## config.mk

```make
export PLATFORM = sky130hd
export DESIGN_NAME = line_code_sequencer
export DESIGN_NICKNAME = d
export VERILOG_FILES = /design/src/rtl/line_pkg.sv /design/src/rtl/btn_debounce.sv /design/src/rtl/line_code_sequencer.sv
export SDC_FILE = /design/constraint.sdc
export NUM_CORES = 1
export LEC_CHECK = 0
export BUFFER_PORTS_ARGS = -buffer_cell sky130_fd_sc_hd__buf_2
export CAP_MARGIN = 20
export CORE_UTILIZATION = 47
export DETAILED_ROUTE_END_ITERATION = 6
export HOLD_SLACK_MARGIN = 0.15
export SYNTH_ARGS = -nofsm -noshare
export SYNTH_HDL_FRONTEND = slang
export SYNTH_HIERARCHICAL = 1
export SYNTH_SLANG_ARGS = --single-unit
```

## constraint.sdc

```tcl
create_clock -name CLK -period 3.6 [get_ports CLK]
set_input_delay 0.54 -clock CLK [delete_from_list [all_inputs] [get_ports CLK]]
set_output_delay 0.54 -clock CLK [all_outputs]
set_load 0.02 [all_outputs]
```

## src/rtl/line_pkg.sv

```systemverilog
// Shared definitions for the line-code sequencer slice.
//   CODE_W                 width of the line code driven to the 7-segment decoder
//   *_DFLT                 default timing/range constants at 50 MHz
//   state_t                sequencer FSM state encoding (2'd3 is illegal)
//   code_up / code_dn      modulo (CODE_MAX+1) step arithmetic
package line_pkg;

  localparam int unsigned CODE_W               = 3;
  localparam int unsigned DEBOUNCE_CYCLES_DFLT = 50000;
  localparam int unsigned AUTO_PERIOD_DFLT     = 25000000;
  localparam int unsigned CODE_MAX_DFLT        = 7;

  typedef enum logic [1:0] {
    MANUAL = 2'd0,
    AUTO   = 2'd1,
    PAUSE  = 2'd2
  } state_t;

  function automatic logic [CODE_W-1:0] code_up(input logic [CODE_W-1:0] code,
                                                input logic [CODE_W-1:0] max);
    return (code == max) ? '0 : code + 1'b1;
  endfunction

  function automatic logic [CODE_W-1:0] code_dn(input logic [CODE_W-1:0] code,
                                                input logic [CODE_W-1:0] max);
    return (code == '0) ? max : code - 1'b1;
  endfunction

endpackage

```

## src/rtl/btn_debounce.sv

```systemverilog
// Push-button conditioner: 2-flop synchronizer, stability counter and
// registered rising-edge press pulse.
//   CLK    system clock, rising edge
//   RST_N  asynchronous active-low reset
//   RAW    raw, bouncy, asynchronous button level (active-high)
//   LEVEL  accepted (debounced) button level
//   PRESS  one-cycle pulse, the cycle after LEVEL goes 0->1
module btn_debounce
  import line_pkg::*;
#(
  parameter int unsigned DEBOUNCE_CYCLES = DEBOUNCE_CYCLES_DFLT
) (
  input  logic CLK,
  input  logic RST_N,
  input  logic RAW,
  output logic LEVEL,
  output logic PRESS
);

  localparam int unsigned          CW       = $clog2(DEBOUNCE_CYCLES + 1);
  localparam logic [CW-1:0]        CNT_LAST = CW'(DEBOUNCE_CYCLES - 1);

  logic          sync1;
  logic          sync2;
  logic          level_q;
  logic [CW-1:0] cnt;

  always_ff @(posedge CLK or negedge RST_N) begin
    if (!RST_N) begin
      sync1   <= 1'b0;
      sync2   <= 1'b0;
      level_q <= 1'b0;
      LEVEL   <= 1'b0;
      PRESS   <= 1'b0;
      cnt     <= '0;
    end else begin
      sync1   <= RAW;
      sync2   <= sync1;
      level_q <= LEVEL;
      // A level is accepted only after DEBOUNCE_CYCLES consecutive
      // differing samples; any agreeing sample restarts the count.
      if (sync2 != LEVEL) begin
        if (cnt == CNT_LAST) begin
          LEVEL <= sync2;
          cnt   <= '0;
        end else begin
          cnt <= cnt + 1'b1;
        end
      end else begin
        cnt <= '0;
      end
      PRESS <= LEVEL & ~level_q;
    end
  end

endmodule

```

## src/rtl/line_code_sequencer.sv

```systemverilog
// Generates the 3-bit line code (A/B/C) for the 7-segment line decoder,
// stepped by debounced up/down buttons or by a prescaled auto tick.
//   CLK, RST_N      clock (rising edge) / asynchronous active-low reset
//   BTN_UP, BTN_DN  raw bouncy push-buttons, active-high
//   MODE_AUTO       raw slide switch, 1 = auto stepping
//   A, B, C         registered code, A = MSB
//   STEP            one-cycle pulse in the cycle the code changed
//   WRAP            one-cycle pulse when the code wrapped CODE_MAX<->0
module line_code_sequencer
  import line_pkg::*;
#(
  parameter int unsigned DEBOUNCE_CYCLES = DEBOUNCE_CYCLES_DFLT,
  parameter int unsigned AUTO_PERIOD     = AUTO_PERIOD_DFLT,
  parameter int unsigned CODE_MAX        = CODE_MAX_DFLT
) (
  input  logic CLK,
  input  logic RST_N,
  input  logic BTN_UP,
  input  logic BTN_DN,
  input  logic MODE_AUTO,
  output logic A,
  output logic B,
  output logic C,
  output logic STEP,
  output logic WRAP
);

  localparam int unsigned       PW        = $clog2(AUTO_PERIOD);
  localparam logic [PW-1:0]     PRE_LAST  = PW'(AUTO_PERIOD - 1);
  localparam logic [CODE_W-1:0] CODE_LAST = CODE_W'(CODE_MAX);

  logic              up_p;
  logic              dn_p;
  logic              unused_up_level;
  logic              unused_dn_level;
  logic              mode_s1;
  logic              auto_req;
  state_t            state;
  state_t            state_next;
  logic [PW-1:0]     presc;
  logic              tick;
  logic              do_up;
  logic              do_dn;
  logic              presc_clr;
  logic              presc_inc;
  logic [CODE_W-1:0] code;

  btn_debounce #(.DEBOUNCE_CYCLES(DEBOUNCE_CYCLES)) u_up (
    .CLK   (CLK),
    .RST_N (RST_N),
    .RAW   (BTN_UP),
    .LEVEL (unused_up_level),
    .PRESS (up_p)
  );

  btn_debounce #(.DEBOUNCE_CYCLES(DEBOUNCE_CYCLES)) u_dn (
    .CLK   (CLK),
    .RST_N (RST_N),
    .RAW   (BTN_DN),
    .LEVEL (unused_dn_level),
    .PRESS (dn_p)
  );

  // Mode switch is synchronized only; its bounce just toggles modes briefly.
  always_ff @(posedge CLK or negedge RST_N) begin
    if (!RST_N) begin
      mode_s1  <= 1'b0;
      auto_req <= 1'b0;
    end else begin
      mode_s1  <= MODE_AUTO;
      auto_req <= mode_s1;
    end
  end

  assign tick = (presc == PRE_LAST);

  always_ff @(posedge CLK or negedge RST_N) begin
    if (!RST_N) state <= MANUAL;
    else        state <= state_next;
  end

  always_comb begin
    state_next = state;
    case (state)
      MANUAL:  if (auto_req) state_next = AUTO;
      AUTO:    if (!auto_req) state_next = MANUAL;
               else if (dn_p) state_next = PAUSE;
      PAUSE:   if (!auto_req) state_next = MANUAL;
               else if (dn_p) state_next = AUTO;
      default: state_next = MANUAL;
    endcase
  end

  // Dropping auto_req wins over every event in AUTO/PAUSE, so the
  // per-state actions are gated by auto_req there.
  always_comb begin
    do_up     = 1'b0;
    do_dn     = 1'b0;
    presc_clr = 1'b0;
    presc_inc = 1'b0;
    case (state)
      MANUAL: begin
        presc_clr = 1'b1;
        do_up     = up_p & ~dn_p;
        do_dn     = dn_p & ~up_p;
      end
      AUTO: begin
        if (auto_req) begin
          if (tick) begin
            do_up     = 1'b1;
            presc_clr = 1'b1;
          end else if (!dn_p) begin
            presc_inc = 1'b1;
          end
        end
      end
      PAUSE: begin
        if (auto_req) do_up = up_p;
      end
      default: ;
    endcase
  end

  always_ff @(posedge CLK or negedge RST_N) begin
    if (!RST_N)         presc <= '0;
    else if (presc_clr) presc <= '0;
    else if (presc_inc) presc <= presc + 1'b1;
  end

  always_ff @(posedge CLK or negedge RST_N) begin
    if (!RST_N) begin
      code <= '0;
      STEP <= 1'b0;
      WRAP <= 1'b0;
    end else begin
      STEP <= 1'b0;
      WRAP <= 1'b0;
      if (do_up) begin
        code <= code_up(code, CODE_LAST);
        STEP <= 1'b1;
        WRAP <= (code == CODE_LAST);
      end else if (do_dn) begin
        code <= code_dn(code, CODE_LAST);
        STEP <= 1'b1;
        WRAP <= (code == '0);
      end
    end
  end

  assign {A, B, C} = code;

endmodule
```

After elaboration in Yosys (flattened, before gate mapping)
Cells that the tools add are included.
{ "word_totals": {"ff_bits": 76, "in_bits": 5, "out_inout_bits": 5, "elab_cells": 80} }
{ "op_classes": {"add_sub_neg": 5, "n_eq_ne": 11, "muxes": 30, "n_bitwise": 8, "reduce_logical": 7} }
{ "ops": {"columns": ["operator", "count"], "rows": [
  ["$mux W16", 4],
  ["$mux W25", 2],
  ["$add A16 B1 Y16 const B", 2],
  ["$eq A16 B16 Y1 const B", 2],
  ["$add A25 B1 Y25 const B", 1],
  ["$eq A25 B25 Y1 const B", 1],
  ["$mux W1", 12],
  ["$mux W3", 4],
  ["$mux W2", 5],
  ["$ne A3 B2 Y1 const B", 2],
  ["$pmux W2 S3", 1],
  ["$and A1 B1 Y1", 4],
  ["$not A1 Y1", 4],
  ["$reduce_and A2 Y1", 2],
  ["$reduce_bool A2 Y1", 2],
  ["$add A3 B1 Y3 const B", 1],
  ["$eq A3 B3 Y1 const B", 1],
  ["$logic_not A3 Y1", 1],
  ["$pmux W1 S3", 1],
  ["$reduce_and A3 Y1", 1],
  ["$sub A3 B1 Y3 const B", 1],
  ["$eq A2 B1 Y1 const B", 1],
  ["$eq A2 B2 Y1 const B", 1],
  ["$logic_not A2 Y1", 1],
  ["3 further kinds", 4]
]} }

Logic depth before layout (Yosys ltp)
Gate-level depths: netlist of the first run.
{ "depth": {"depth_word": 6, "depth_mapped": 8, "mapped_depth_nobuf": 6} }

Modules after synthesis
Netlist of the first run, hierarchy kept.
{ "modules_own_cells": {"columns": ["mod", "instances", "cells_per_inst", "area_each_um2", "seq_area_each_um2"], "rows": [
  ["btn_debounce", 2, 86, 993.5, 525.5],
  ["line_code_sequencer", 1, 206, 1933.1, 850.8]
]} }

Worst setup path after synthesis of the first run
No wires, ideal clock.
{ "synth_timing": {"path_kind": "register to register", "from": "reg presc[0]", "to": "reg presc[21]", "setup_time_ns": 0.077, "arrival_ns": 1.871, "required_time_ns": 3.523, "slack_ns": 1.652, "stages_incl_launch_ff": 8, "n_path_buf": 1, "synth_period_minus_slack_ns": 1.948, "cell_sequence": "dfrtp_1 > ha_1 > and3_1 > nand3_1 > buf_2 > o21ai_1 > or4_1 > a21oi_1"} }
{ "synth_between": {"elab_chain_cells": 5, "word_cells_on_any_way": 11, "classes_between": "1 x add/sub; 1 x eq/ne; 8 x mux; 1 x reduce/logical"} }
{ "synth_lines": {"columns": ["item", "line", "source"], "rows": [
  ["from (decl)", "line_code_sequencer.sv:40", "logic [PW-1:0] presc;"],
  ["from (signal assigned)", "line_code_sequencer.sv:127", "else if (presc_inc) presc <= presc + 1'b1;"],
  ["parallel branches: the longest is 5 deep, another holds $add A25 B1 Y25", null, null]
]} }
Several ways; the timed one is not identified. The select of a mux whose other input is x is not followed.
A chain may end at the register's enable or synchronous reset.

Worst setup path after layout of the first run
{ "layout_timing": {"from": "reg presc[3]", "to": "reg presc[24]"} }
Same word-level chain as after synthesis.

==> metrics.yaml, run 1 <==
final_layout:
  syn_to_final_growth_pct: 8.458
  nets: 402
  seqCellArea_sq_um: 1902
  finish.utilization_pct: 53.90
  drive_above_1_share_pct: 14.97
  layout_commonest_cell: "dfrtp_1"
  finalNonFillerCells: 496
  n_antenna_cell: 0
  stdcell_area_sq_um: 4252
  multi_input_area_sq_um: 1917
  final_cell_mix: "dfrtp_1, nor2_1, nand2_1, xnor2_1"
  fillers: 687
clock_tree:
  cts_tree: "built"
  cts.clk_slew.worst_paths_ns: 0.08
  cts-root-buf: "clkbuf_8"
  cts_setup_buffers: 0
  clk_latency_ns: 0.34
  htree_levels: 3
  postCtsHoldBufs: 0
  clock_path_buffers: 2
  cts_resized: 0
  cts_sinks: 76
  numCtsBuffers: 9
floorplanning:
  rows: 32
  die_y_um: 93.33
  core_area_sq_um: 7888
  dieArea_sq_um: 8710
  die_w_um: 93.33
  ios: 10
  start_util_pct: 49.70
synthesis:
  async_reset_ff_share_pct: 100.0
  netlist_area_sq_um: 3920
  yosys_most_used_dff: "dfrtp_1"
  syn_nets: 390
  synth.distinct_cells: 52
  yosysWarnings: 6
  synth-edff-count: 0
  ys_seq_elements: 76
  syn_avg_cell_area_sq_um: 10.37
  ys_seq_area_share_pct: 48.52
  synth_cells: 378
drt:
  avgRoutedWirePerCell_um: 14.49
  drt-initial-drc-count: 108
  firstDrtPassIters: 4
  antenna_left: 0
  drt_wl_total_mm: 7.185
  vias: 2779
  drcViolationCount: 0
  viasPerCell: 5.603
placement:
  hpwl_mm: 4.775
  dpl_cell_area_sq_um: 4046
  placed_cells: 481
  place.port_buffers: 9
  pre_cts_slack_ns: 1.060
  gp_congestion: 0.8798
global_route:
  grt_pass1_wl_mm: 12.54
  grt_max_degree: 77
  overflow: 0
  grt_antenna_before_repair: 0
  grt_pass1_vias: 2641
  track_usage_pct: 18.48
worst_setup_path:
  crit_path_start_kind: "flop"
  crit_chain: "nor4b_1 > nand3_1 > o31a_1 > nor2_2 > buf_4 > a21oi_1"
  worst-setup-path-type: "reg2reg"
  critical-path-max-stage-delay_ns: 0.55
  worstPathArrival_ns: 2.80
  critPathCapture: "presc[24]"
  reg2reg_slack_ns: 1.02
  cp_top_family: "simple AND/OR/NAND/NOR gates"
  worstSetupEndpointType: "flop"
  setup.worst_path.start: "presc[3]"
  r2r-start: "presc[3]"
  crit_buf_inv: 1
  worst-r2r-cell-count: 6
  r2r-end: "presc[24]"
  cp_slowest_cell: "dfrtp_1"
  worst-endpoint-required_ns: 3.82
  cp_max_fo: 14
  crit_cells: 6
timing:
  setup_tns_ns: 0
  period_share_pct: 71.71
  drv_slew: 0
  hold_viol: 0
  min_period_ns: 2.582
  slew_headroom_pct: 36.83
  tightestPinTransition_ns: 0.9476
  timing.final.ws_setup_ns: 1.018
  rsz0062_at_grt: "false"
  timing.hold.ws_ns: 0.2941
  finalSetupViolCount: 0
  finClkSkew_ns: 0.005929
  fmax_ghz: 0.3874
power_and_ir_drop:
  ir_drop_mv: 0.2644
  p_per_area_nw_per_um2: 377.2
  design_power_total_mw: 1.604
  leakage_nw: 1.716
outcome:
  status: "complete, no violations"
run:
  max-cap-violations: 0
worst_hold_path:
  hold_class: "in2reg"
## logic make-up after synthesis
group,count (synthesis),share of synthesized area (%)
AOI/OAI and AO/OA,55,8.586
DFF,76,48.52
and+or+nand+nor,179,28.98
xor gates and xnor gates,37,8.267
muxes,3,0.8298
buffers and inverters,21,2.585
adders and majority gates,7,2.234
## how the worst min path moves through the flow
stage,from,to,slack (ns),cells past startpoint
6_report,BTN_DN,u_dn/sync1,0.29,1
5_1_grt,BTN_DN,u_dn/sync1,0.27,1
4_1_cts,BTN_DN,u_dn/sync1,0.28,1
3_5_place_dp,u_dn/sync1,u_dn/sync2,0.33,0
3_3_place_gp,mode_s1,auto_req,0.33,0
2_1_floorplan,RST_N,STEP,0.24,0
## final cells by class
type | instances | area share [%]
Clock buffer | 10 | 3.002
Inverter | 12 | 1.059
Clock inverter | 5 | 1.825
Sequential cell | 76 | 44.73
Timing Repair Buffer | 10 | 1.295
Multi-Input combinational cell | 281 | 45.09
Tap cell | 102 | 3.002
## cells in the mapped netlist, types with 2 or more instances
library cell	number	area [sq um]
buf_6	2	22.52
nand3_4	2	35.03
nand4_4	2	42.54
or3_1	8	50.05
nor4_2	8	100.1
nand3_1	19	95.09
and4_1	3	26.28
nor3_1	10	50.05
a21oi_1	19	95.09
dfrtp_1	76	1902
inv_1	12	45.04
nand4_1	11	68.82
o2111ai_1	2	17.52
nor2_2	8	50.05
buf_2	6	30.03
and3_1	6	37.54
xor2_1	13	113.9
o21ai_0	16	80.08
xnor2_1	24	210.2
nand2_1	24	90.09
nor2_1	42	157.7
nor4b_1	5	43.79
nand4_2	3	37.54
or4_1	7	52.55
nor4_1	3	18.77
nand2_2	2	12.51
ha_1	7	87.58
nor2b_1	2	12.51
o31ai_1	8	60.06
and2_1	3	18.77
nor4bb_1	2	20.02
mux2_2	2	22.52
and4b_1	2	20.02
## power breakdown
group | total, mW | switching [mW] | leakage, nW | internal [mW]
registers | 0.875 | 0.0114 | 1.04 | 0.864
clock network | 0.679 | 0.295 | 0.102 | 0.384
logic | 0.0491 | 0.0354 | 0.574 | 0.0137
## flip-flops by register name, summed over array words and instances, names as in the netlist, 2 cells and up
name      flops
code          3
presc        25
u_up/cnt     16
state         2
u_dn/cnt     16
## routing by layer
metal	track usage [%]	wire, um
met1	24.76	3467
met2	29.47	3398
met3	5.122	234
met4	5.000	84
met5	0	0
(Power assumes the default switching activity.)
==> run 2, diff against run 1 <==
- PLACE_DENSITY: not set -> 0.65
- clock period: 3.6 -> 2.14 ns (I/O delays scaled with it)
==> metrics.yaml, run 2 (synthesized netlist as in run 1, its figures left out) <==
outcome:
  status: "complete, no violations"
timing:
  rsz0062_at_grt: "false"
  finalSetupViolCount: 0
  setup_tns_ns: 0
  fmax_ghz: 0.4969
  drv_slew: 0
  tightestPinTransition_ns: 0.5428
  timing.hold.ws_ns: 0.3496
  period_share_pct: 94.04
  hold_viol: 0
  finClkSkew_ns: 0.008618
  min_period_ns: 2.013
  slew_headroom_pct: 63.81
global_route:
  grt_pass1_wl_mm: 13.35
  grt_max_degree: 45
  overflow: 0
  grt_antenna_before_repair: 0
  track_usage_pct: 19.56
  grt_pass1_vias: 2880
worst_hold_path:
  hold_end: "u_up/sync2"
  whs_path_depth: 0
  hold_class: "reg2reg"
  min_from: "u_up/sync1"
final_layout:
  reg_top3: "presc x25, u_dn/cnt x16, u_up/cnt x16"
  largest_register_ffs: 25
  nets: 436
  n_antenna_cell: 0
  syn_to_final_growth_pct: 15.51
  largest-register: "presc"
  layout_commonest_cell: "dfrtp_1"
  drive_above_1_share_pct: 21.78
  final_cell_mix: "dfrtp_1, nor2_1, buf_4"
worst_setup_path:
  critical-path-max-stage-delay_ns: 0.52
  crit_path_start_kind: "flop"
  worst-setup-path-type: "reg2reg"
  r2r-start: "presc[0]"
  worstPathArrival_ns: 2.29
  worstSetupEndpointType: "flop"
  crit_chain: "ha_2 > and3_1 > nand3_2 > buf_4 > o21ai_1 > buf_4 > or4_1 > a21oi_2"
  setup.worst_path.start: "presc[0]"
  worst-r2r-cell-count: 8
  reg2reg_slack_ns: 0.13
  r2r-end: "presc[21]"
  cp_max_fo: 10
  cp_slowest_cell: "or4_1"
  worst-endpoint-required_ns: 2.42
  crit_top_cell: "buf_4"
floorplanning:
  die_y_um: 93.33
  ios: 10
  rows: 32
  dieArea_sq_um: 8710
  start_util_pct: 49.70
  core_area_sq_um: 7888
  die_w_um: 93.33
clock_tree:
  cts_tree: "built"
  clk_latency_ns: 0.35
  cts_sinks: 76
  numCtsBuffers: 9
  cts-root-buf: "clkbuf_8"
  clock_path_buffers: 2
  htree_levels: 3
  cts.clk_slew.worst_paths_ns: 0.08
placement:
  hpwl_mm: 5.210
  gp_congestion: 0.7995
  place.port_buffers: 9
drt:
  avgRoutedWirePerCell_um: 14.01
  viasPerCell: 5.524
  antenna_left: 0
  drt-initial-drc-count: 130
  drt_wl_total_mm: 7.411
  drcViolationCount: 0
  firstDrtPassIters: 4
  vias: 2922
run:
  max-cap-violations: 0
power_and_ir_drop:
  ir_drop_mv: 0.4689
  p_per_area_nw_per_um2: 601.9
  leakage_nw: 1.882
==> run 2: repair_timing <==
action,CTS,global route
setup endpoints to repair,0,11
endpoints found under the hold margin,45,0
hold buffers,4,0
gates resized for setup,0,4
buffers inserted,0,2
==> run 2: area by class of cell <==
| cell class | count | area, sq um |
|---|---|---|
| tap | 102 | 127.6 |
| clock inverter | 5 | 78.83 |
| multi-input combinational | 281 | 1931 |
| sequential | 76 | 1902 |
| fill | 673 | 3359 |
| timing repair buffer | 44 | 320.3 |
| inverter | 12 | 45.04 |
| clock buffer | 9 | 123.9 |
==> run 2: layer usage <==
metal | wire, um | GRT usage [%] | part of all wire [%]
met1 | 3604 | 25.78 | 49
met2 | 3464 | 31.37 | 47
met3 | 213 | 4.715 | 2.9
met4 | 129 | 7.051 | 1.7
met5 | 0 | 0 | 0
==> run 2: worst max path at each step <==
| stage | slack [ns] | endpoint | cells after the start |
|---|---|---|---|
| floorplan | 0.19 | presc[21] | 7 |
| global placement | 0.13 | presc[2] | 6 |
| detailed placement | 0.08 | presc[21] | 8 |
| CTS | 0.04 | presc[21] | 8 |
| global route | 0.02 | presc[22] | 5 |
| finish | 0.13 | presc[21] | 8 |
==> run 2: power by group <==
group	switching [mW]	internal, mW
combinational	0.0663	0.0357
sequential	0.0173	1.45
clock	0.511	0.641
total	0.595	2.13
==> run 2: metrics by stage <==
step           power (mW)  setup slack, ns  utilization [%]  instance area, sq um  cells
6_report            2.726           0.1275            57.41                  4528    529
5_1_grt             2.838          0.02329            57.41                  4528    529
4_1_cts             2.770          0.04209            57.04                  4499    527
3_5_place_dp        1.598          0.07839            53.97                  4257    509
3_3_place_gp        1.595           0.1330            53.97                  4257    509
2_1_floorplan       1.544           0.1916                -                  3920    378
==> run 2: worst max-delay path, delay by kind of cell (launching register included) <==
kind,cells,cell delay [ns]
buffers and inverters,2,0.30
flip-flops,1,0.41
AND/OR/NAND/NOR,3,0.81
AO/OA/AOI/OAI,2,0.22
adder cells (fa/ha/maj),1,0.21
==> run 3, diff against run 2 <==
- CORE_ASPECT_RATIO: not set -> 0.9
- CORE_MARGIN: not set -> 2
- CORE_UTILIZATION: 47 -> 31
- PLACE_DENSITY: 0.65 -> not set
==> metrics.yaml, run 3 (synthesized netlist as in run 1, its figures left out) <==
clock_tree:
  cts.clk_slew.worst_paths_ns: 0.06
  numCtsBuffers: 9
  clk_latency_ns: 0.34
  cts-root-buf: "clkbuf_16"
  clock_path_buffers: 2
  htree_levels: 3
  cts_sinks: 76
  cts_tree: "built"
floorplanning:
  core_area_sq_um: 12220
  dieArea_sq_um: 13560
  die_w_um: 122.5
  rows: 38
  ios: 10
  start_util_pct: 32.08
  die_y_um: 110.7
final_layout:
  finish.utilization_pct: 38.66
  final_cell_mix: "dfrtp_1, nor2_1, buf_4"
  nets: 436
  seqCellArea_sq_um: 1902
  stdcell_area_sq_um: 4725
  layout_commonest_cell: "dfrtp_1"
  syn_to_final_growth_pct: 20.52
  reg_top3: "presc x25, u_dn/cnt x16, u_up/cnt x16"
  multi_input_area_sq_um: 1942
  fillers: 1175
  largest_register_ffs: 25
  drive_above_1_share_pct: 21.45
  largest-register: "presc"
  n_antenna_cell: 0
placement:
  hpwl_mm: 5.497
  place.port_buffers: 9
  gp_congestion: 0.8248
  dpl_cell_area_sq_um: 4334
drt:
  firstDrtPassIters: 4
  drt_wl_total_mm: 8.028
  drcViolationCount: 0
  viasPerCell: 5.017
  avgRoutedWirePerCell_um: 13.63
  antenna_left: 0
  drt-initial-drc-count: 207
  vias: 2955
worst_setup_path:
  crit_path_start_kind: "flop"
  cp_max_fo: 10
  worst-setup-path-type: "reg2reg"
  worstPathArrival_ns: 2.28
  worst-endpoint-required_ns: 2.40
  worstSetupEndpointType: "flop"
run:
  max-cap-violations: 0
global_route:
  grt_antenna_before_repair: 0
  track_usage_pct: 12.89
  grt_max_degree: 37
  grt_pass1_wl_mm: 13.88
  grt_pass1_vias: 2905
  overflow: 0
timing:
  period_share_pct: 94.30
  min_period_ns: 2.018
  drv_slew: 0
  hold_viol: 0
  finalSetupViolCount: 0
  finClkSkew_ns: 0.006064
  slew_headroom_pct: 65.68
  fmax_ghz: 0.4956
  tightestPinTransition_ns: 0.5148
outcome:
  status: "complete, no violations"
power_and_ir_drop:
  p_per_area_nw_per_um2: 658.5
  ir_drop_mv: 0.3963
  leakage_nw: 1.928
worst_hold_path:
  hold_class: "reg2reg"
## run 3: cell count changes in the layout (fill, tap and decap cells not counted), sizes merged
cell,delta
bufinv,-1
clkinv,-1
clkbuf,+2
clkinvlp,+1
inv,+1
## run 3: final cells by class
cell class	instances	area share (%)
Clock buffer	11	5.138
Clock inverter	5	1.271
Inverter	12	0.9534
Multi-Input combinational cell	281	41.10
Sequential cell	76	40.25
Tap cell	160	4.237
Timing Repair Buffer	44	7.044
## run 3: per-layer routing
layer / track usage, % / wire, um / vias up
met5: 0 / 0 / -
met4: 3.831 / 111 / 0
met3: 4.630 / 259 / 11
met2: 19.59 / 3620 / 36
met1: 17.15 / 4037 / 1452
li1: - / - / 1456
## run 3: worst paths after layout
| path | startpoint | endpoint | slack, ns | cells past startpoint |
|---|---|---|---|---|
| worst min register to register | u_up/sync1 | u_up/sync2 | 0.35 | 0 |
| worst max-delay path | presc[0] | presc[21] | 0.12 | 7 |
| worst max register to register | presc[0] | presc[21] | 0.12 | 7 |
| min in group asynchronous | RST_N | presc[16] | 0.49 | 2 |
| max in group asynchronous | RST_N | presc[20] | 1.08 | 3 |
| worst min-delay path | u_up/sync1 | u_up/sync2 | 0.35 | 0 |
## run 3: power by group
group | leakage [nW] | switching (mW) | internal [mW]
logic | 0.742 | 0.0670 | 0.0374
clock network | 0.146 | 0.595 | 0.939
registers | 1.04 | 0.0174 | 1.46
total | 1.93 | 0.680 | 2.43
## run 3: timing repair
item	in CTS	in global routing
hold buffers	4	0
resized for setup	0	4
buffers inserted	0	3
hold endpoints to repair	37	0
endpoints found under the setup margin	0	20
## run 3: per-stage QoR
step | setup TNS, ns | total power [mW] | setup WS, ns | hold slack [ns] | std cells
after floorplan | 0 | 1.544 | 0.1916 | 0.02541 | 378
after global placement | 0 | 1.600 | 0.08752 | 0.3322 | 566
after detailed placement | 0 | 1.600 | 0.07367 | 0.3352 | 566
after CTS | 0 | 3.157 | 0.05514 | 0.3499 | 586
after global routing | -0.009498 | 3.235 | -0.009498 | 0.3673 | 589
final | 0 | 3.111 | 0.1221 | 0.3470 | 589
## run 3: worst max-delay path, stage by stage, from the launching register on
cell	delay (ns)
dfrtp_1	0.41
ha_1	0.25
and3_1	0.20
nand3_2	0.15
o21ai_1	0.08
buf_4	0.17
or4_1	0.51
a21oi_1	0.17
